===== src/rtl/sdram_pkg.sv =====
// sdram_pkg: command codes and arbiter state encoding shared by the
// SDRAM controller, command sequencer and sdram_arbiter.
package sdram_pkg;

  localparam logic [3:0] CMD_NOP     = 4'b0000;
  localparam logic [3:0] CMD_READ    = 4'b0001;
  localparam logic [3:0] CMD_WRITE   = 4'b0010;
  localparam logic [3:0] CMD_REFRESH = 4'b0011;

  typedef enum logic [2:0] {
    ST_WAIT_INIT,
    ST_IDLE,
    ST_ISSUE,
    ST_WAIT_DONE,
    ST_RESP
  } arb_state_t;

endpackage


===== src/rtl/rr_arbiter.sv =====
// rr_arbiter: combinational round-robin pick.
//   req       in   request vector
//   ptr       in   index of the last winner; search starts at ptr+1
//   grant     out  one-hot winner (all zero when nothing requests)
//   grant_idx out  binary index of the winner
//   any_grant out  some request was found
module rr_arbiter #(
  parameter int NUM_REQ = 4,
  parameter int IDX_W   = (NUM_REQ > 1) ? $clog2(NUM_REQ) : 1
) (
  input  logic [NUM_REQ-1:0] req,
  input  logic [IDX_W-1:0]   ptr,
  output logic [NUM_REQ-1:0] grant,
  output logic [IDX_W-1:0]   grant_idx,
  output logic               any_grant
);

  logic [IDX_W-1:0] cand;

  always_comb begin
    grant     = '0;
    grant_idx = '0;
    any_grant = 1'b0;
    cand      = '0;
    for (int unsigned k = 1; k <= NUM_REQ; k++) begin
      cand = IDX_W'((32'(ptr) + k) % NUM_REQ);
      if (!any_grant && req[cand]) begin
        grant[cand] = 1'b1;
        grant_idx   = cand;
        any_grant   = 1'b1;
      end
    end
  end

endmodule


===== src/rtl/sdram_arbiter.sv =====
// sdram_arbiter: shares one SDRAM controller between NUM_REQ requesters.
// Round-robin grant, periodic auto-refresh at top priority, one command
// outstanding at the controller.
//   clk, rst               clock, synchronous active-high reset
//   init_comp              controller init finished (level, used once)
//   req_valid/cmd/addr/wdata  packed requester commands ([i*W +: W])
//   req_ready              one-hot capture strobe (combinational in IDLE)
//   rsp_done/rsp_rdata     one-hot completion pulse with read data
//   ctrl_valid/cmd/addr/wdata  command strobe and held fields to controller
//   ctrl_done/ctrl_rdata   controller completion with read data
//   busy                   command in progress
//   refresh_overrun        sticky: refresh interval expired while pending
module sdram_arbiter
  import sdram_pkg::*;
#(
  parameter int NUM_REQ        = 4,
  parameter int ADDR_W         = 22,
  parameter int DATA_W         = 16,
  parameter int CMD_W          = 4,
  parameter int REFRESH_CYCLES = 780
) (
  input  logic                    clk,
  input  logic                    rst,
  input  logic                    init_comp,
  input  logic [NUM_REQ-1:0]      req_valid,
  input  logic [NUM_REQ*CMD_W-1:0]  req_cmd,
  input  logic [NUM_REQ*ADDR_W-1:0] req_addr,
  input  logic [NUM_REQ*DATA_W-1:0] req_wdata,
  output logic [NUM_REQ-1:0]      req_ready,
  output logic [NUM_REQ-1:0]      rsp_done,
  output logic [DATA_W-1:0]       rsp_rdata,
  output logic                    ctrl_valid,
  output logic [CMD_W-1:0]        ctrl_cmd,
  output logic [ADDR_W-1:0]       ctrl_addr,
  output logic [DATA_W-1:0]       ctrl_wdata,
  input  logic                    ctrl_done,
  input  logic [DATA_W-1:0]       ctrl_rdata,
  output logic                    busy,
  output logic                    refresh_overrun
);

  localparam int IDX_W = (NUM_REQ > 1) ? $clog2(NUM_REQ) : 1;
  localparam int CNT_W = $clog2(REFRESH_CYCLES);
  localparam logic [CNT_W-1:0]   CNT_RELOAD = CNT_W'(REFRESH_CYCLES - 1);
  localparam logic [IDX_W-1:0]   PTR_RESET  = IDX_W'(NUM_REQ - 1);
  localparam logic [NUM_REQ-1:0] ONE_LSB    = {{(NUM_REQ-1){1'b0}}, 1'b1};

  arb_state_t state, state_n;

  logic [IDX_W-1:0]   rr_ptr, win_idx, grant_idx;
  logic [NUM_REQ-1:0] grant;
  logic               any_grant;
  logic               is_refresh;
  logic [CNT_W-1:0]   ref_cnt;
  logic               ref_pending, ref_expire;
  logic [DATA_W-1:0]  rdata_q;
  logic [CMD_W-1:0]   sel_cmd;
  logic [ADDR_W-1:0]  sel_addr;
  logic [DATA_W-1:0]  sel_wdata;
  logic               sel_mem, take_refresh, take_grant;

  rr_arbiter #(.NUM_REQ(NUM_REQ), .IDX_W(IDX_W)) u_rr (
    .req       (req_valid),
    .ptr       (rr_ptr),
    .grant     (grant),
    .grant_idx (grant_idx),
    .any_grant (any_grant)
  );

  assign sel_cmd   = req_cmd[int'(grant_idx)*CMD_W +: CMD_W];
  assign sel_addr  = req_addr[int'(grant_idx)*ADDR_W +: ADDR_W];
  assign sel_wdata = req_wdata[int'(grant_idx)*DATA_W +: DATA_W];
  assign sel_mem   = (sel_cmd == CMD_W'(CMD_READ)) || (sel_cmd == CMD_W'(CMD_WRITE));

  assign ref_expire = (state != ST_WAIT_INIT) && (ref_cnt == '0);

  always_comb begin
    state_n      = state;
    req_ready    = '0;
    take_refresh = 1'b0;
    take_grant   = 1'b0;
    case (state)
      ST_WAIT_INIT: if (init_comp) state_n = ST_IDLE;
      ST_IDLE: begin
        if (ref_pending) begin
          take_refresh = 1'b1;
          state_n      = ST_ISSUE;
        end else if (any_grant) begin
          take_grant = 1'b1;
          req_ready  = grant;
          state_n    = sel_mem ? ST_ISSUE : ST_RESP;
        end
      end
      ST_ISSUE:     state_n = ST_WAIT_DONE;
      ST_WAIT_DONE: if (ctrl_done) state_n = is_refresh ? ST_IDLE : ST_RESP;
      ST_RESP:      state_n = ST_IDLE;
      default:      state_n = ST_WAIT_INIT;
    endcase
  end

  always_ff @(posedge clk) begin
    if (rst) begin
      state           <= ST_WAIT_INIT;
      rr_ptr          <= PTR_RESET;
      win_idx         <= '0;
      is_refresh      <= 1'b0;
      ref_cnt         <= CNT_RELOAD;
      ref_pending     <= 1'b0;
      refresh_overrun <= 1'b0;
      ctrl_cmd        <= CMD_W'(CMD_NOP);
      ctrl_addr       <= '0;
      ctrl_wdata      <= '0;
      rdata_q         <= '0;
    end else begin
      state <= state_n;

      if (state != ST_WAIT_INIT)
        ref_cnt <= ref_expire ? CNT_RELOAD : ref_cnt - CNT_W'(1);

      // A fresh expiry wins over the clear from taking the refresh.
      if (ref_expire) begin
        ref_pending <= 1'b1;
        if (ref_pending) refresh_overrun <= 1'b1;
      end else if (take_refresh) begin
        ref_pending <= 1'b0;
      end

      if (take_refresh) begin
        is_refresh <= 1'b1;
        ctrl_cmd   <= CMD_W'(CMD_REFRESH);
        ctrl_addr  <= '0;
        ctrl_wdata <= '0;
      end

      // Non-memory commands bypass the controller, so its fields stay put.
      if (take_grant) begin
        rr_ptr     <= grant_idx;
        win_idx    <= grant_idx;
        is_refresh <= 1'b0;
        rdata_q    <= '0;
        if (sel_mem) begin
          ctrl_cmd   <= sel_cmd;
          ctrl_addr  <= sel_addr;
          ctrl_wdata <= sel_wdata;
        end
      end

      if (state == ST_WAIT_DONE && ctrl_done && !is_refresh &&
          ctrl_cmd == CMD_W'(CMD_READ))
        rdata_q <= ctrl_rdata;
    end
  end

  assign ctrl_valid = (state == ST_ISSUE);
  assign rsp_done   = (state == ST_RESP) ? (ONE_LSB << win_idx) : '0;
  assign rsp_rdata  = (state == ST_RESP) ? rdata_q : '0;
  // Held low while waiting for init so every output is zero out of reset.
  assign busy       = (state == ST_ISSUE) || (state == ST_WAIT_DONE) || (state == ST_RESP);

endmodule


===== config.mk =====
export PLATFORM = sky130hd
export DESIGN_NAME = sdram_arbiter
export DESIGN_NICKNAME = d
export VERILOG_FILES = /design/src/rtl/sdram_pkg.sv /design/src/rtl/rr_arbiter.sv /design/src/rtl/sdram_arbiter.sv
export SDC_FILE = /design/constraint.sdc
export NUM_CORES = 1
export LEC_CHECK = 0
export CORE_MARGIN = 4
export CORE_UTILIZATION = 36
export DETAILED_ROUTE_END_ITERATION = 12
export PLACE_DENSITY = 0.76
export REMOVE_ABC_BUFFERS = 1
export SYNTH_ARGS = -nofsm -noshare
export SYNTH_HDL_FRONTEND = slang
export SYNTH_SLANG_ARGS = --single-unit

===== constraint.sdc =====
create_clock -name clk -period 3.5 [get_ports clk]
set_input_delay 1.05 -clock clk [delete_from_list [all_inputs] [get_ports clk]]
set_output_delay 1.05 -clock clk [all_outputs]
set_load 0.02 [all_outputs]

==> flow_metrics.env <==
export IMPL_netlist_area_mm2=0.00495
export IMPL_r2r_start="rr_ptr[0]$_SDFFE_PP1P_"
export IMPL_placement_cell_area_mm2=0.00796
export IMPL_r2r_slack_ns=0.08
export IMPL_power_frac_clock_pct=24.9
export IMPL_p_per_area_mw_per_mm2=469
export IMPL_final_cells=971
export IMPL_max_freq_ghz=0.276
export IMPL_syn_inst=518
export IMPL_final_common_cell="clkdlybuf4s50_1"
export IMPL_core_area_mm2=0.0133
export IMPL_detail_route_antenna_nets=0
export IMPL_whs_ns=0.462
export IMPL_nNetsFinal=991
export IMPL_fin_skew_ns=0.00756
export IMPL_hold_path_class="reg -> reg"
export IMPL_wl_per_cell_um=17.7
export IMPL_path_cells="buf_8 > mux4_2 > buf_6 > nor2b_4 > a22oi_2 > nor2_1 > a221oi_2 > nor2_1 > buf_4"
export IMPL_cts_sinks=78
export IMPL_die_y_um=125
export IMPL_slew_viol_final=0
export IMPL_clk_path_buf_depth=2
export IMPL_tritoncts="built"
export IMPL_grt_pass1_wl_um=27100
export IMPL_num_antenna_cells=0
export IMPL_area_growth_pct=75.6
export IMPL_firstDrtPassIters=4
export IMPL_critPathCaptureType="primary output"
export IMPL_grt_overflow=0
export IMPL_h_tree_depth=3
export IMPL_io_pins=261
export IMPL_stdcell_area_mm2=0.00869
export IMPL_final_cell_mix="251 x clkdlybuf4s50_1, 78 x dfxtp_1, 45 x inv_1"
export IMPL_clk_pin_slew_worst_paths_ns=0.06
export IMPL_drive_above_1_share_pct=21.1
export IMPL_critPathLaunch="req_valid[1]"
export IMPL_grt_pass1_vias=5566
export IMPL_p_seq_share_pct=23.4
export IMPL_clk_latency_ns=0.33
export IMPL_drt_vias_per_instance=5.42
export IMPL_track_usage_pct=20.9
export IMPL_min_path_cells=2
export IMPL_clockRootBuffer="clkbuf_16"
export IMPL_setup_ws_ns=-0.119
export IMPL_maxCapViolCount=0
export IMPL_dp_cells=940
export IMPL_ys_ff_latch=78
export IMPL_violations="setup timing"
export IMPL_dp_hpwl_um=12900
export IMPL_cp_arrival_ns=2.57
export IMPL_worst_pin_slew_ns=0.739
export IMPL_hold_buffers=0
export IMPL_synth_cell_types=46
export IMPL_num_vias=5259
export IMPL_cellLeakagePower_nw=3.23
export IMPL_initial_utilization_pct=37.1
export IMPL_die_area_mm2=0.0157
export IMPL_cp_required_ns=2.45
export IMPL_rsz0062_at_grt="true"
export IMPL_endpoint="req_ready[2]"
export IMPL_reg2reg_to="ctrl_addr[9]$_SDFF_PP0_"
export IMPL_path_delay_family="multiplexers"
export IMPL_fp_dieW_um=125
export IMPL_drt_wl_total_um=17200
export IMPL_io_buffers=260
export IMPL_cpPeakStageDelay_ns=0.51
export IMPL_drc=0
export IMPL_synth_seq_area_share_pct=31.5
export IMPL_rows=42
export IMPL_yosys_area_top_type="dfxtp_1"
export IMPL_ys_top_cells_by_area="dfxtp_1 32%, mux4_2 19%, nand4b_1 6.7%"
export IMPL_period_minus_slack_ns=3.62
export IMPL_worstSetupPathType="in -> out"
export IMPL_internal_power_w=0.00277
export IMPL_p_sw_w=0.00131
export IMPL_drt_iter0_drc=185
export IMPL_ir_worst_vdd_mv=0.318
export IMPL_hold_viol_final=0
export IMPL_finalSetupViolations=39
export IMPL_worst_path_stages=9
export IMPL_path_buf_inv=3
export IMPL_status="complete, but fails checks"
export IMPL_fillers=1071
export IMPL_synth_top_area_share_pct=31.5
export IMPL_critPathMostFrequentCell="nor2_1"
export IMPL_critPathLaunchType="input port"
export IMPL_yosysWarnings=0
export IMPL_p_comb_share_pct=51.6
export IMPL_worstRegToRegCells=15
export IMPL_swShare_pct=32.0
export IMPL_grt_max_degree=77
export IMPL_utilization_pct=65.1
export IMPL_antenna_found_initial=0
export IMPL_avgSynthCellArea_um2=9.56
export IMPL_fin_crit_sh_pct=103
export IMPL_slew_headroom_pct=50.7
export IMPL_gp_congestion=0.832
export IMPL_numCtsBuffers=9
export IMPL_cp_slowest_cell="mux4_2"
export IMPL_cp_max_fo=6
==> worst min path at each step <==
stage	endpoint	from	slack [ns]
floorplan	ref_cnt[2]$_SDFFE_PP0P_	ref_cnt[2]$_SDFFE_PP0P_	0.44
CTS	ctrl_addr[14]$_SDFF_PP0_	ctrl_addr[14]$_SDFF_PP0_	0.46
finish	rdata_q[5]$_SDFFE_PP0P_	rdata_q[5]$_SDFFE_PP0P_	0.46
detailed placement	ctrl_addr[14]$_SDFF_PP0_	ctrl_addr[14]$_SDFF_PP0_	0.45
global placement	ctrl_addr[20]$_SDFF_PP0_	ctrl_addr[20]$_SDFF_PP0_	0.45
global route	rdata_q[3]$_SDFFE_PP0P_	rdata_q[3]$_SDFFE_PP0P_	0.49
==> kinds of logic after synthesis <==
family                     count (synthesis)  synth area share (%)
AOI/OAI and AO/OA                         87                  13.0
xor gates and xnor gates                  10                  1.77
adders and majority gates                  9                  2.27
buffers and inverters                     97                  8.14
DFF                                       78                  31.5
muxes                                     55                  22.0
and+or+nand+nor                          182                  21.4
==> cells in the mapped netlist, drive strengths merged <==
cell type / count
a211o: 1
a211oi: 2
a21o: 1
a21oi: 23
a221o: 1
a221oi: 5
a22oi: 4
a32oi: 1
and2: 3
and3: 19
buf: 13
clkbuf: 39
dfxtp: 78
ha: 9
inv: 45
mux2: 3
mux2i: 10
mux4: 42
nand2: 27
nand2b: 6
nand3: 20
nand4: 1
nand4b: 38
nor2: 37
nor2b: 3
nor3: 11
nor4: 5
o211a: 1
o21ai: 7
o21bai: 1
o31a: 1
o32ai: 1
o41ai: 38
or2: 3
or3: 7
or4: 1
or4b: 1
xnor2: 7
xor2: 3
==> power by group through the flow <==
stage | logic [W] | clock network [W] | registers [W]
4_1_cts | 0.00201 | 0.00103 | 0.000955
5_1_grt | 0.00224 | 0.00107 | 0.000960
6_report | 0.00211 | 0.00102 | 0.000955
3_3_place_gp | 0.00171 | 0 | 0.000972
2_1_floorplan | 0.000924 | 0 | 0.00101
3_5_place_dp | 0.00173 | 0 | 0.000974
==> state kept, by name, indices dropped and copies added (netlist names) <==
| register | count |
|---|---|
| win_idx | 2 |
| ctrl_addr | 22 |
| rdata_q | 16 |
| refresh_overrun | 1 |
| ctrl_cmd | 4 |
| rr_ptr | 2 |
| state | 3 |
| ref_pending | 1 |
| is_refresh | 1 |
| ref_cnt | 10 |
| ctrl_wdata | 16 |
==> through the flow <==
stage                     setup slack, ns  setup TNS, ns  total power [W]
after floorplan                     -3.17        -140.09          0.00194
after global placement             -0.841         -32.51          0.00268
after detailed placement           -0.949         -38.43          0.00271
after CTS                         -0.0730          -1.08          0.00400
after global routing               -0.160          -5.48          0.00427
final                              -0.119         -0.729          0.00408
==> per-layer routing <==
metal,track usage [%],vias up,share of wire [%]
li1,-,2493,-
met3,6.57,28,6.9
met5,0,-,0
met4,6.57,0,2.2
met1,22.8,2566,38
met2,38.4,172,53
==> worst reg2reg max path, stage by stage (launching register included) <==
cell and delay, ns:
dfxtp_1 0.33, inv_1 0.06, ha_1 0.36, mux4_2 0.57, buf_4 0.21, nor2_1 0.10
o21ai_1 0.10, a32oi_4 0.31, mux2i_1 0.14, mux2i_2 0.26, buf_4 0.20, xor2_4 0.21
buf_6 0.15, clkbuf_16 0.14, nand4b_1 0.10, o41ai_1 0.08
==> final cells by class <==
| cell class | count | area, um^2 | area share (%) |
|---|---|---|---|
| inverter | 45 | 169 | 1.94 |
| multi-input combinational | 343 | 3260 | 37.4 |
| clock inverter | 5 | 82.6 | 0.950 |
| tap | 176 | 220 | 2.53 |
| sequential | 78 | 1560 | 18.0 |
| timing repair buffer | 313 | 3160 | 36.4 |
| clock buffer | 11 | 243 | 2.79 |
==> repair_timing <==
action	in CTS	in global routing
endpoints found under the setup margin	48	48
cloned	2	1
pin swaps	9	10
resized for setup	75	19
buffers inserted	10	3
No activity file was read; power rests on OpenSTA's default activity.
